===== config.mk =====
export PLATFORM = sky130hd
export DESIGN_NAME = ps2_keyboard
export DESIGN_NICKNAME = d
export VERILOG_FILES = /design/src/rtl/ps2_pkg.sv /design/src/rtl/ps2_rx.sv /design/src/rtl/ps2_keyboard.sv
export SDC_FILE = /design/constraint.sdc
export NUM_CORES = 1
export LEC_CHECK = 0
export ABC_AREA = 1
export ABC_CLOCK_PERIOD_IN_PS = 11400
export CORE_ASPECT_RATIO = 0.75
export CORE_MARGIN = 4
export CORE_UTILIZATION = 61
export DETAILED_ROUTE_END_ITERATION = 10
export HOLD_SLACK_MARGIN = 0.1
export PLACE_DENSITY = 0.85
export SLEW_MARGIN = 40
export SYNTH_ARGS = -nofsm -noshare
export SYNTH_HDL_FRONTEND = slang
export SYNTH_SLANG_ARGS = --single-unit

===== constraint.sdc =====
create_clock -name clk_in -period 11.4 [get_ports clk_in]
set_input_delay 1.71 -clock clk_in [delete_from_list [all_inputs] [get_ports clk_in]]
set_output_delay 1.71 -clock clk_in [all_outputs]
set_load 0.005 [all_outputs]

===== src/rtl/ps2_pkg.sv =====
// ps2_pkg
// Shared definitions for the PS/2 keyboard peripheral:
//   - CPU register indices, decoded from cpu_addr_in[3:2]
//   - STATUS bit positions and CTRL clear-bit positions
//   - receiver state encoding
//   - the frame acceptance rule (odd parity over data+parity, stop bit high)
package ps2_pkg;

  localparam logic [1:0] KBD_STATUS = 2'd0;
  localparam logic [1:0] KBD_DATA   = 2'd1;
  localparam logic [1:0] KBD_CTRL   = 2'd2;

  localparam int STATUS_NONEMPTY_BIT  = 0;
  localparam int STATUS_OVERFLOW_BIT  = 1;
  localparam int STATUS_FRAME_ERR_BIT = 2;
  localparam int STATUS_COUNT_LSB     = 8;

  localparam int CTRL_CLR_OVERFLOW_BIT  = 1;
  localparam int CTRL_CLR_FRAME_ERR_BIT = 2;

  typedef enum logic [1:0] {
    IDLE,
    DATA,
    PARITY,
    STOP
  } rx_state_t;

  // A frame is good when the stop bit is high and data plus parity carry an
  // odd number of ones.
  function automatic logic frame_ok(input logic [7:0] data,
                                    input logic       parity,
                                    input logic       stop_bit);
    return stop_bit & (^{data, parity});
  endfunction

endpackage


===== src/rtl/ps2_rx.sv =====
// ps2_rx
// PS/2 device-to-host frame receiver.
// Synchronises the raw PS/2 clock and data pins, detects falling edges of the
// PS/2 clock and shifts in one bit per edge: start, 8 data bits LSB first,
// odd parity, stop. A mid-frame stall longer than TIMEOUT_CYCLES aborts the
// frame.
// Ports:
//   clk_in      system clock
//   rst_in      asynchronous active-high reset
//   ps2_clk_in  raw PS/2 clock pin
//   ps2_data_in raw PS/2 data pin
//   byte_valid  one-cycle pulse, byte_data holds a correctly framed byte
//   byte_data   last received byte
//   err         one-cycle pulse on a bad parity/stop bit or a timeout
module ps2_rx
  import ps2_pkg::*;
#(
  parameter int SYNC_STAGES    = 2,
  parameter int TIMEOUT_CYCLES = 50000
) (
  input  logic       clk_in,
  input  logic       rst_in,
  input  logic       ps2_clk_in,
  input  logic       ps2_data_in,
  output logic       byte_valid,
  output logic [7:0] byte_data,
  output logic       err
);

  localparam int TO_W = (TIMEOUT_CYCLES > 2) ? $clog2(TIMEOUT_CYCLES) : 1;
  localparam logic [TO_W-1:0] TO_LAST = TO_W'(TIMEOUT_CYCLES - 1);

  logic [SYNC_STAGES-1:0] clk_sync;
  logic [SYNC_STAGES-1:0] data_sync;
  logic                   clk_prev;
  logic                   fall;
  logic                   sample;

  rx_state_t       state, state_nxt;
  logic [2:0]      bit_idx, bit_idx_nxt;
  logic [7:0]      shift_reg, shift_nxt;
  logic            parity_bit, parity_nxt;
  logic [TO_W-1:0] idle_cnt, idle_cnt_nxt;
  logic            byte_valid_nxt;
  logic [7:0]      byte_data_nxt;
  logic            err_nxt;

  // Synchronizer chains reset to 1 because an idle PS/2 bus floats high;
  // clk_prev holds the previous synchronised clock for edge detection.
  always_ff @(posedge clk_in or posedge rst_in) begin
    if (rst_in) begin
      clk_sync  <= '1;
      data_sync <= '1;
      clk_prev  <= 1'b1;
    end else begin
      clk_sync  <= {clk_sync[SYNC_STAGES-2:0], ps2_clk_in};
      data_sync <= {data_sync[SYNC_STAGES-2:0], ps2_data_in};
      clk_prev  <= clk_sync[SYNC_STAGES-1];
    end
  end

  assign fall   = clk_prev & ~clk_sync[SYNC_STAGES-1];
  assign sample = data_sync[SYNC_STAGES-1];

  // Receiver state and result registers; outputs are registered so the byte
  // and error pulses appear in the cycle after the stop-bit edge.
  always_ff @(posedge clk_in or posedge rst_in) begin
    if (rst_in) begin
      state      <= IDLE;
      bit_idx    <= '0;
      shift_reg  <= '0;
      parity_bit <= 1'b0;
      idle_cnt   <= '0;
      byte_valid <= 1'b0;
      byte_data  <= '0;
      err        <= 1'b0;
    end else begin
      state      <= state_nxt;
      bit_idx    <= bit_idx_nxt;
      shift_reg  <= shift_nxt;
      parity_bit <= parity_nxt;
      idle_cnt   <= idle_cnt_nxt;
      byte_valid <= byte_valid_nxt;
      byte_data  <= byte_data_nxt;
      err        <= err_nxt;
    end
  end

  // Next-state logic. The stall counter defaults to zero, so it clears on any
  // edge, while idle, and when a timeout abort fires.
  always_comb begin
    state_nxt      = state;
    bit_idx_nxt    = bit_idx;
    shift_nxt      = shift_reg;
    parity_nxt     = parity_bit;
    idle_cnt_nxt   = '0;
    byte_valid_nxt = 1'b0;
    byte_data_nxt  = byte_data;
    err_nxt        = 1'b0;

    if (fall) begin
      case (state)
        IDLE: begin
          // A high sample here is a glitch, not a start bit.
          if (!sample) begin
            state_nxt   = DATA;
            bit_idx_nxt = '0;
          end
        end
        DATA: begin
          // LSB arrives first, so shift in from the top.
          shift_nxt   = {sample, shift_reg[7:1]};
          bit_idx_nxt = bit_idx + 3'd1;
          if (bit_idx == 3'd7) begin
            state_nxt = PARITY;
          end
        end
        PARITY: begin
          parity_nxt = sample;
          state_nxt  = STOP;
        end
        STOP: begin
          state_nxt = IDLE;
          if (frame_ok(shift_reg, parity_bit, sample)) begin
            byte_valid_nxt = 1'b1;
            byte_data_nxt  = shift_reg;
          end else begin
            err_nxt = 1'b1;
          end
        end
        default: state_nxt = IDLE;
      endcase
    end else if (state != IDLE) begin
      if (idle_cnt == TO_LAST) begin
        state_nxt = IDLE;
        err_nxt   = 1'b1;
      end else begin
        idle_cnt_nxt = idle_cnt + 1'b1;
      end
    end
  end

endmodule


===== src/rtl/ps2_keyboard.sv =====
// ps2_keyboard
// Memory-mapped PS/2 keyboard peripheral. Received scan-code bytes are queued
// in a circular FIFO and exposed to the CPU through three registers:
//   0 STATUS (RO): bit0 nonempty, bit1 overflow, bit2 frame_err, [15:8] count
//   1 DATA   (RO): head byte, 0 when empty; reading does not pop
//   2 CTRL   (WO): any write pops one entry; data bit1/bit2 clear the
//                  overflow/frame_err sticky bits
// Ports:
//   clk_in              system clock (clk_50mhz)
//   rst_in              asynchronous active-high reset
//   ps2_clk_in          raw PS/2 clock pin
//   ps2_data_in         raw PS/2 data pin
//   cpu_addr_in         bus byte address, bits [3:2] select the register
//   cpu_data_in         bus write data
//   cpu_write_enable_in byte write enables, any bit set means write
//   cpu_data_out        registered read data, one cycle after the address
module ps2_keyboard
  import ps2_pkg::*;
#(
  parameter int FIFO_DEPTH     = 16,
  parameter int SYNC_STAGES    = 2,
  parameter int TIMEOUT_CYCLES = 50000
) (
  input  logic        clk_in,
  input  logic        rst_in,
  input  logic        ps2_clk_in,
  input  logic        ps2_data_in,
  input  logic [31:0] cpu_addr_in,
  input  logic [31:0] cpu_data_in,
  input  logic [3:0]  cpu_write_enable_in,
  output logic [31:0] cpu_data_out
);

  localparam int PTR_W = (FIFO_DEPTH > 2) ? $clog2(FIFO_DEPTH) : 1;
  localparam int CNT_W = PTR_W + 1;

  logic       rx_valid;
  logic [7:0] rx_byte;
  logic       rx_err;

  logic [7:0]       fifo_mem [FIFO_DEPTH];
  logic [PTR_W-1:0] wr_ptr, rd_ptr;
  logic [CNT_W-1:0] count;
  logic             overflow;
  logic             frame_err;

  logic [1:0]  reg_sel;
  logic        bus_write;
  logic        ctrl_write;
  logic        fifo_empty;
  logic        fifo_full;
  logic        do_pop;
  logic        do_push;
  logic        overflow_event;
  logic [31:0] status_word;
  logic [31:0] read_word;

  // Only the register index and the two CTRL clear bits are decoded.
  logic unused_bus_bits;
  assign unused_bus_bits = ^{cpu_addr_in[31:4], cpu_addr_in[1:0],
                             cpu_data_in[31:3], cpu_data_in[0]};

  ps2_rx #(
    .SYNC_STAGES   (SYNC_STAGES),
    .TIMEOUT_CYCLES(TIMEOUT_CYCLES)
  ) u_rx (
    .clk_in     (clk_in),
    .rst_in     (rst_in),
    .ps2_clk_in (ps2_clk_in),
    .ps2_data_in(ps2_data_in),
    .byte_valid (rx_valid),
    .byte_data  (rx_byte),
    .err        (rx_err)
  );

  assign reg_sel    = cpu_addr_in[3:2];
  assign bus_write  = |cpu_write_enable_in;
  assign ctrl_write = bus_write && (reg_sel == KBD_CTRL);
  assign fifo_empty = (count == '0);
  assign fifo_full  = (count == CNT_W'(FIFO_DEPTH));

  // A pop in the same cycle frees the slot, so a push into a full FIFO is
  // only an overflow when nothing is leaving.
  assign do_pop         = ctrl_write && !fifo_empty;
  assign do_push        = rx_valid && (!fifo_full || do_pop);
  assign overflow_event = rx_valid && fifo_full && !do_pop;

  // FIFO storage and pointers; the power-of-two depth lets the pointers wrap
  // by plain overflow.
  always_ff @(posedge clk_in or posedge rst_in) begin
    if (rst_in) begin
      wr_ptr <= '0;
      rd_ptr <= '0;
      count  <= '0;
      for (int i = 0; i < FIFO_DEPTH; i++) begin
        fifo_mem[i] <= '0;
      end
    end else begin
      if (do_push) begin
        fifo_mem[wr_ptr] <= rx_byte;
        wr_ptr           <= wr_ptr + 1'b1;
      end
      if (do_pop) begin
        rd_ptr <= rd_ptr + 1'b1;
      end
      count <= count + CNT_W'(do_push) - CNT_W'(do_pop);
    end
  end

  // Sticky error bits; a new event in the same cycle as a clear wins.
  always_ff @(posedge clk_in or posedge rst_in) begin
    if (rst_in) begin
      overflow  <= 1'b0;
      frame_err <= 1'b0;
    end else begin
      if (overflow_event) begin
        overflow <= 1'b1;
      end else if (ctrl_write && cpu_data_in[CTRL_CLR_OVERFLOW_BIT]) begin
        overflow <= 1'b0;
      end
      if (rx_err) begin
        frame_err <= 1'b1;
      end else if (ctrl_write && cpu_data_in[CTRL_CLR_FRAME_ERR_BIT]) begin
        frame_err <= 1'b0;
      end
    end
  end

  // Read mux over the current (pre-update) register values.
  always_comb begin
    status_word                               = '0;
    status_word[STATUS_NONEMPTY_BIT]          = !fifo_empty;
    status_word[STATUS_OVERFLOW_BIT]          = overflow;
    status_word[STATUS_FRAME_ERR_BIT]         = frame_err;
    status_word[STATUS_COUNT_LSB +: 8]        = 8'(count);

    read_word = '0;
    case (reg_sel)
      KBD_STATUS: read_word = status_word;
      KBD_DATA: begin
        if (!fifo_empty) begin
          read_word = {24'h0, fifo_mem[rd_ptr]};
        end
      end
      default: read_word = '0;
    endcase
  end

  // Registered read port: one cycle of latency.
  always_ff @(posedge clk_in or posedge rst_in) begin
    if (rst_in) begin
      cpu_data_out <= '0;
    end else begin
      cpu_data_out <= read_word;
    end
  end

endmodule

# Word-level counts from Yosys, hierarchy flattened
# Index checks and enable logic that the tools add are counted.
# classes
mux	31
n_shift	0
n_bitwise	5
n_addsub	6
n_eq_ne	11
reduce_logical	28
multipliers	0
magnitude_cmp	3
div	0
# op_table
op	n
128-bit bitwise mux	1
16-bit 2-to-1 mux	3
8-bit binary-select mux with 4-bit select	1
8-bit demux with 4-bit select	1
8-bit 2-to-1 mux	4
13-bit case mux with 2 select lines	1
16-bit by 1-bit adder with 16-bit output (second input constant)	1
16-bit equality test (second input constant)	1
1-bit 2-to-1 mux	12
2-bit nonzero test	6
5-bit >= comparator (second input constant)	2
2-bit 2-to-1 mux	5
4-bit inverter with 5-bit output	2
9-bit parity	1
4-bit by 1-bit adder with 4-bit output (second input constant)	2
1-bit logical AND	8
2-bit case mux with 4 select lines	1
2-bit equality test (second input constant)	3
3-bit != test (second input constant)	2
3-bit case mux with 2 select lines	1
3-bit AND reduction	2
5-bit by 1-bit adder with 5-bit output	1
5-bit equality test (second input constant)	1
5-bit zero test	1
15 further kinds	21
# totals
latch_bits	0
in_bits	72
mem_bits_ro	0
ram_bits	0
regBits	220
n_memories	0

# Longest topological paths before layout
# logic_depth
word_depth	7
ltp_mapped	14
depth_no_buf	14

# Hierarchy
# Synthesis repeated with hierarchy kept, for this count alone.
# hier_totals
cells_unflattened	1177
area_unflattened_um2	10034.6
# modules_own_cells
module	area_per_inst_um2	n_inst	cells_each
ps2_keyboard	7728.7	1	900
ps2_rx	2306.0	1	277

# Least setup slack after synthesis
# No wires, ideal clock.
# synth_path
kind	input -> register
startpoint	input port cpu_write_enable_in[3]
endpoint	register count[4]
path_buffers	0
setup_slack_ns	7.944
stages	13
arrival_time_ns	3.377
required_time_ns	11.321
cell_sequence	nor2_1 > nand2_1 > nand3_2 > nand2_1 > nand2_2 > ha_1 > inv_1 > ha_1 > fa_1 > a21oi_1 > nor2_1 > nor2_1 > xor2_1
# synth_between
elab_chain_cells	7
# synth_rtl
element	line_no	source
start, declared	ps2_keyboard.sv:30	input logic [3:0] cpu_write_enable_in,
4-bit OR reduction (*)	ps2_keyboard.sv:77	assign bus_write = |cpu_write_enable_in;
1-bit logical AND (*)	ps2_keyboard.sv:78	assign ctrl_write = bus_write && (reg_sel == KBD_CTRL);
1-bit logical AND (*)	ps2_keyboard.sv:84	assign do_pop = ctrl_write && !fifo_empty;
1-bit logical OR	ps2_keyboard.sv:85	assign do_push = rx_valid && (!fifo_full || do_pop);
1-bit logical AND	ps2_keyboard.sv:85	
5-bit by 1-bit adder with 5-bit output	ps2_keyboard.sv:106	count <= count + CNT_W'(do_push) - CNT_W'(do_pop);
5-bit by 1-bit subtractor with 5-bit output (*)	ps2_keyboard.sv:106	
end signal, assigned	ps2_keyboard.sv:106	
end, declared	ps2_keyboard.sv:43	logic [CNT_W-1:0] count;
# Mark *: on every way between the ends. The rest lies on a longest branch, timed or not.
# A chain may end at the register's enable or synchronous reset.

# Final worst setup path
# layout_path
startpoint	input port cpu_addr_in[2]
endpoint	register count[4]
# layout_between
elab_chain_cells	7
# layout_rtl
element	line_no	source
start, declared	ps2_keyboard.sv:28	input logic [31:0] cpu_addr_in,
2-bit equality test (*)	ps2_keyboard.sv:78	
1-bit logical AND (*)	ps2_keyboard.sv:78	
1-bit logical AND (*)	ps2_keyboard.sv:84	
named net do_pop	ps2_keyboard.sv:52	logic do_pop;
1-bit logical OR	ps2_keyboard.sv:85	
1-bit logical AND	ps2_keyboard.sv:85	
5-bit by 1-bit adder with 5-bit output	ps2_keyboard.sv:106	
5-bit by 1-bit subtractor with 5-bit output (*)	ps2_keyboard.sv:106	
# The timed path passes the listed nets; every way through them passes the cells marked *.

==> flow_summary_export.csv <==
group,metric,value,unit
synth,synth_cells,1113,
synth,yosysWarnings,0,
sta,finalHoldViolCount,0,
pwr,leakagePower,4.78,nW
final_layout,areaGrowthSynthToFinish,9.28,%
detailed_routing,initialDrtViolationCount,756,
global_routing,grt_usage,0.242,
synth,synth_top_area_cell,"dfrtp_1",
floorplanning,rows,39,
floorplanning,start_util,0.622,
worst_setup_path,cp-end-kind,"register",
sta,relSlewSlack,0.437,
final_layout,diodes,0,
detailed_routing,vias_per_cell,5.71,
floorplanning,coreArea,15300,um2
global_routing,antenna_found_initial,0,
synth,synth_edf_count,0,
worst_setup_path,crit_required,11.81,ns
synth,yosys.area_share.simple,0.214,
synth,syn_avg_cell_area,8.54,um2
sta,layout_min_cycle_time,3.68,ns
synth,synth_compound_area_frac,0.145,
global_routing,overflow,0,
final_layout,final_util,0.680,
floorplanning,dieWidth,152,um
cts,clockRootBuffer,"clkbuf_16",
pwr,vdd_drop_max,0.000140,V
final_layout,largest_reg_flops,128,
cts,cts.sinks,201,
synth,ys_seq_area_frac,0.530,
sta,worst_pin_slew,0.845,ns
sta,fin_setup_tns,0,ns
global_routing,grt_pass1_wl,35600,um
cts,worstSkewPairLatency,0.49,ns
place,numPortBuffers,24,
detailed_routing,detail-route-antenna-nets,0,
detailed_routing,num_vias,7588,
place,dp_hpwl,13000,um
final_layout,largest_register,"fifo_mem",
final_layout,stdcell_count,1328,
synth,yosysUniqueCellTypes,40,
detailed_routing,drt_pass1_iterations,6,
pwr,power_density,212,nW/um2
cts,cts_htree_levels,1,
synth,synth_top_family_by_area,"simple AND/OR/NAND/NOR gates",
worst_hold_path,hp-class,"register to register",
sta,fin_crit_sh,0.323,
sta,max_freq,0.272,GHz
global_routing,grt_max_degree,119,
sta,setup_ws,7.72,ns
sta,skew,0.00715,ns
cts,numCtsBuffers,20,
synth,synth.top_cell.area_share,0.516,
detailed_routing,wire_per_inst,15.8,um
cts,cts_tree,"done",
synth,synthAdderAreaFrac,0.0258,
final_layout,post_route_cells_drive_above_1_share,0.0552,
cts,post_cts_buffers,0,
worst_setup_path,criticalPathCategory,"input pin to register",
worst_setup_path,worstPathArrival,4.09,ns
synth,synthXorXnorAreaFrac,0.0111,
detailed_routing,drcViolationCount,0,
worst_setup_path,startpoint_type,"input pin",
sta,slew_violations,0,
cts,ctsResizeCount,0,
cts,cts_hold_buf,0,
place,dpl_worst_slack,7.23,ns
place,dp_cells,1292,
synth,synthMuxAreaShare,0.00105,
final_layout,nNetsFinal,1200,
cts,cts.clk_slew.worst_paths,0.06,ns
sta,setup_viol,0,
run_status,outcome,"complete, no violations",
worst_setup_path,path_max_fanout,6,
detailed_routing,drt_wl_total,21000,um
floorplanning,io_pins,104,
run,max_cap_violations,0,
place,place_congestion,0.837,
synth,synth-main-ff-cell,"dfrtp_1",
cts,cts_buffer_depth,3,
floorplanning,dieArea,17700,um2
synth,syn-cell-area,9500,um2
sta,grt_setup_unrepaired,"no",
synth,synth-seq-cells,201,
final_layout,reg_top3,"fifo_mem x128, u_rx.idle_cnt x16, cpu_data_out x13",
floorplanning,die_y,116,um
synth,async_reset_ff_frac,1.00,
synth,synth_area_leaders,"dfrtp_1, nand2_1, o21ai_0",
global_routing,first_global_vias,7159,
[final timing paths]
path	start	endpoint	slack, ns	cells after the start
min reg2reg	u_rx.clk_sync[0]$_DFF_PP1_	u_rx.clk_sync[1]$_DFF_PP1_	0.35	0
min in group asynchronous	rst_in	u_rx.bit_idx[2]$_DFFE_PP0P_	1.68	2
min	u_rx.clk_sync[0]$_DFF_PP1_	u_rx.clk_sync[1]$_DFF_PP1_	0.35	0
max reg2reg	rd_ptr[1]$_DFFE_PP0P_	cpu_data_out[1]$_DFF_PP0_	8.74	9
max	cpu_addr_in[2]	count[4]$_DFF_PP0_	7.72	12
max in group asynchronous	rst_in	rd_ptr[0]$_DFFE_PP0P_	8.60	3
[worst max-delay path: stages]
cell and delay (ns):
clkdlybuf4s50_1 0.46, inv_1 0.12, nand3_2 0.12, nor2_1 0.36, ha_1 0.20, inv_1 0.04
ha_1 0.20, fa_1 0.41, a21oi_1 0.14, nor2_1 0.06, nor2_1 0.11, xor2_1 0.15
[cells in the mapped netlist, types with 2 or more instances]
cell type and count:
ha_1 18, nand2_2 2, clkinv_1 2, nor2_4 3, clkbuf_1 26, dfrtp_1 196, nand3_4 6, nand4_2 4
nor3_1 5, nand3_2 3, nand4_1 16, dfstp_2 5, o21ai_1 5, buf_1 6, o21ai_0 206, inv_1 75
a211oi_1 3, buf_4 19, o22ai_1 6, o221ai_1 3, o211ai_1 15, nor2_1 108, xor2_1 12, buf_2 19
nand2_1 277, nand3_1 40, a21oi_1 20
[per-stage QoR]
stage | total power, W | hold WS [ns] | instance area (um2)
after floorplan | 0.00136 | 0.345 | 9570
after global placement | 0.00152 | 0.346 | 9720
after detailed placement | 0.00154 | 0.347 | 9720
after CTS | 0.00219 | 0.356 | 10400
after global routing | 0.00234 | 0.357 | 10400
final | 0.00220 | 0.354 | 10400
[cells by family after synthesis]
| group | count (synthesis) |
|---|---|
| multiplexers | 1 |
| adder cells (fa/ha/maj) | 19 |
| XOR/XNOR | 12 |
| other | 1 |
| AO/OA/AOI/OAI | 261 |
| buffers and inverters | 151 |
| AND/OR/NAND/NOR | 467 |
| flip-flops | 201 |
[layout by cell type, fill, tap and decap left out, types with 4 or more instances in the layout]
| cell type | n |
|---|---|
| nand2_1 | 277 |
| o22ai_1 | 6 |
| clkbuf_16 | 21 |
| nand4_1 | 16 |
| nor3_1 | 5 |
| dfrtp_1 | 195 |
| clkdlybuf4s50_1 | 24 |
| xor2_1 | 12 |
| ha_1 | 18 |
| o21ai_0 | 206 |
| dfstp_2 | 5 |
| nand3_4 | 6 |
| a21oi_1 | 20 |
| o21ai_1 | 5 |
| o211ai_1 | 15 |
| nor2_1 | 108 |
| clkbuf_8 | 5 |
| inv_1 | 73 |
| conb_1 | 19 |
| nand4_2 | 4 |
| clkbuf_1 | 7 |
| nand3_1 | 40 |
[report_power, final]
group	switching, W	internal, W
clock network	0.000264	0.000388
logic	0.000468	0.000229
registers	0.0000728	0.000776
total	0.000805	0.00139
[final cells by class]
| class | instances | area (um2) |
|---|---|---|
| Fill cell | 1177 | 4890 |
| Clock inverter | 4 | 50.0 |
| Timing Repair Buffer | 28 | 277 |
| Multi-Input combinational cell | 779 | 3850 |
| Tap cell | 205 | 256 |
| Clock buffer | 32 | 607 |
| Sequential cell | 201 | 5040 |
| Inverter | 79 | 312 |
[routing by layer]
layer	track usage	wire length [um]
met1	0.356	9350
met2	0.392	9760
met3	0.0433	1710
met4	0.0371	235
met5	0	0
Power figures use the tool's default switching activity.
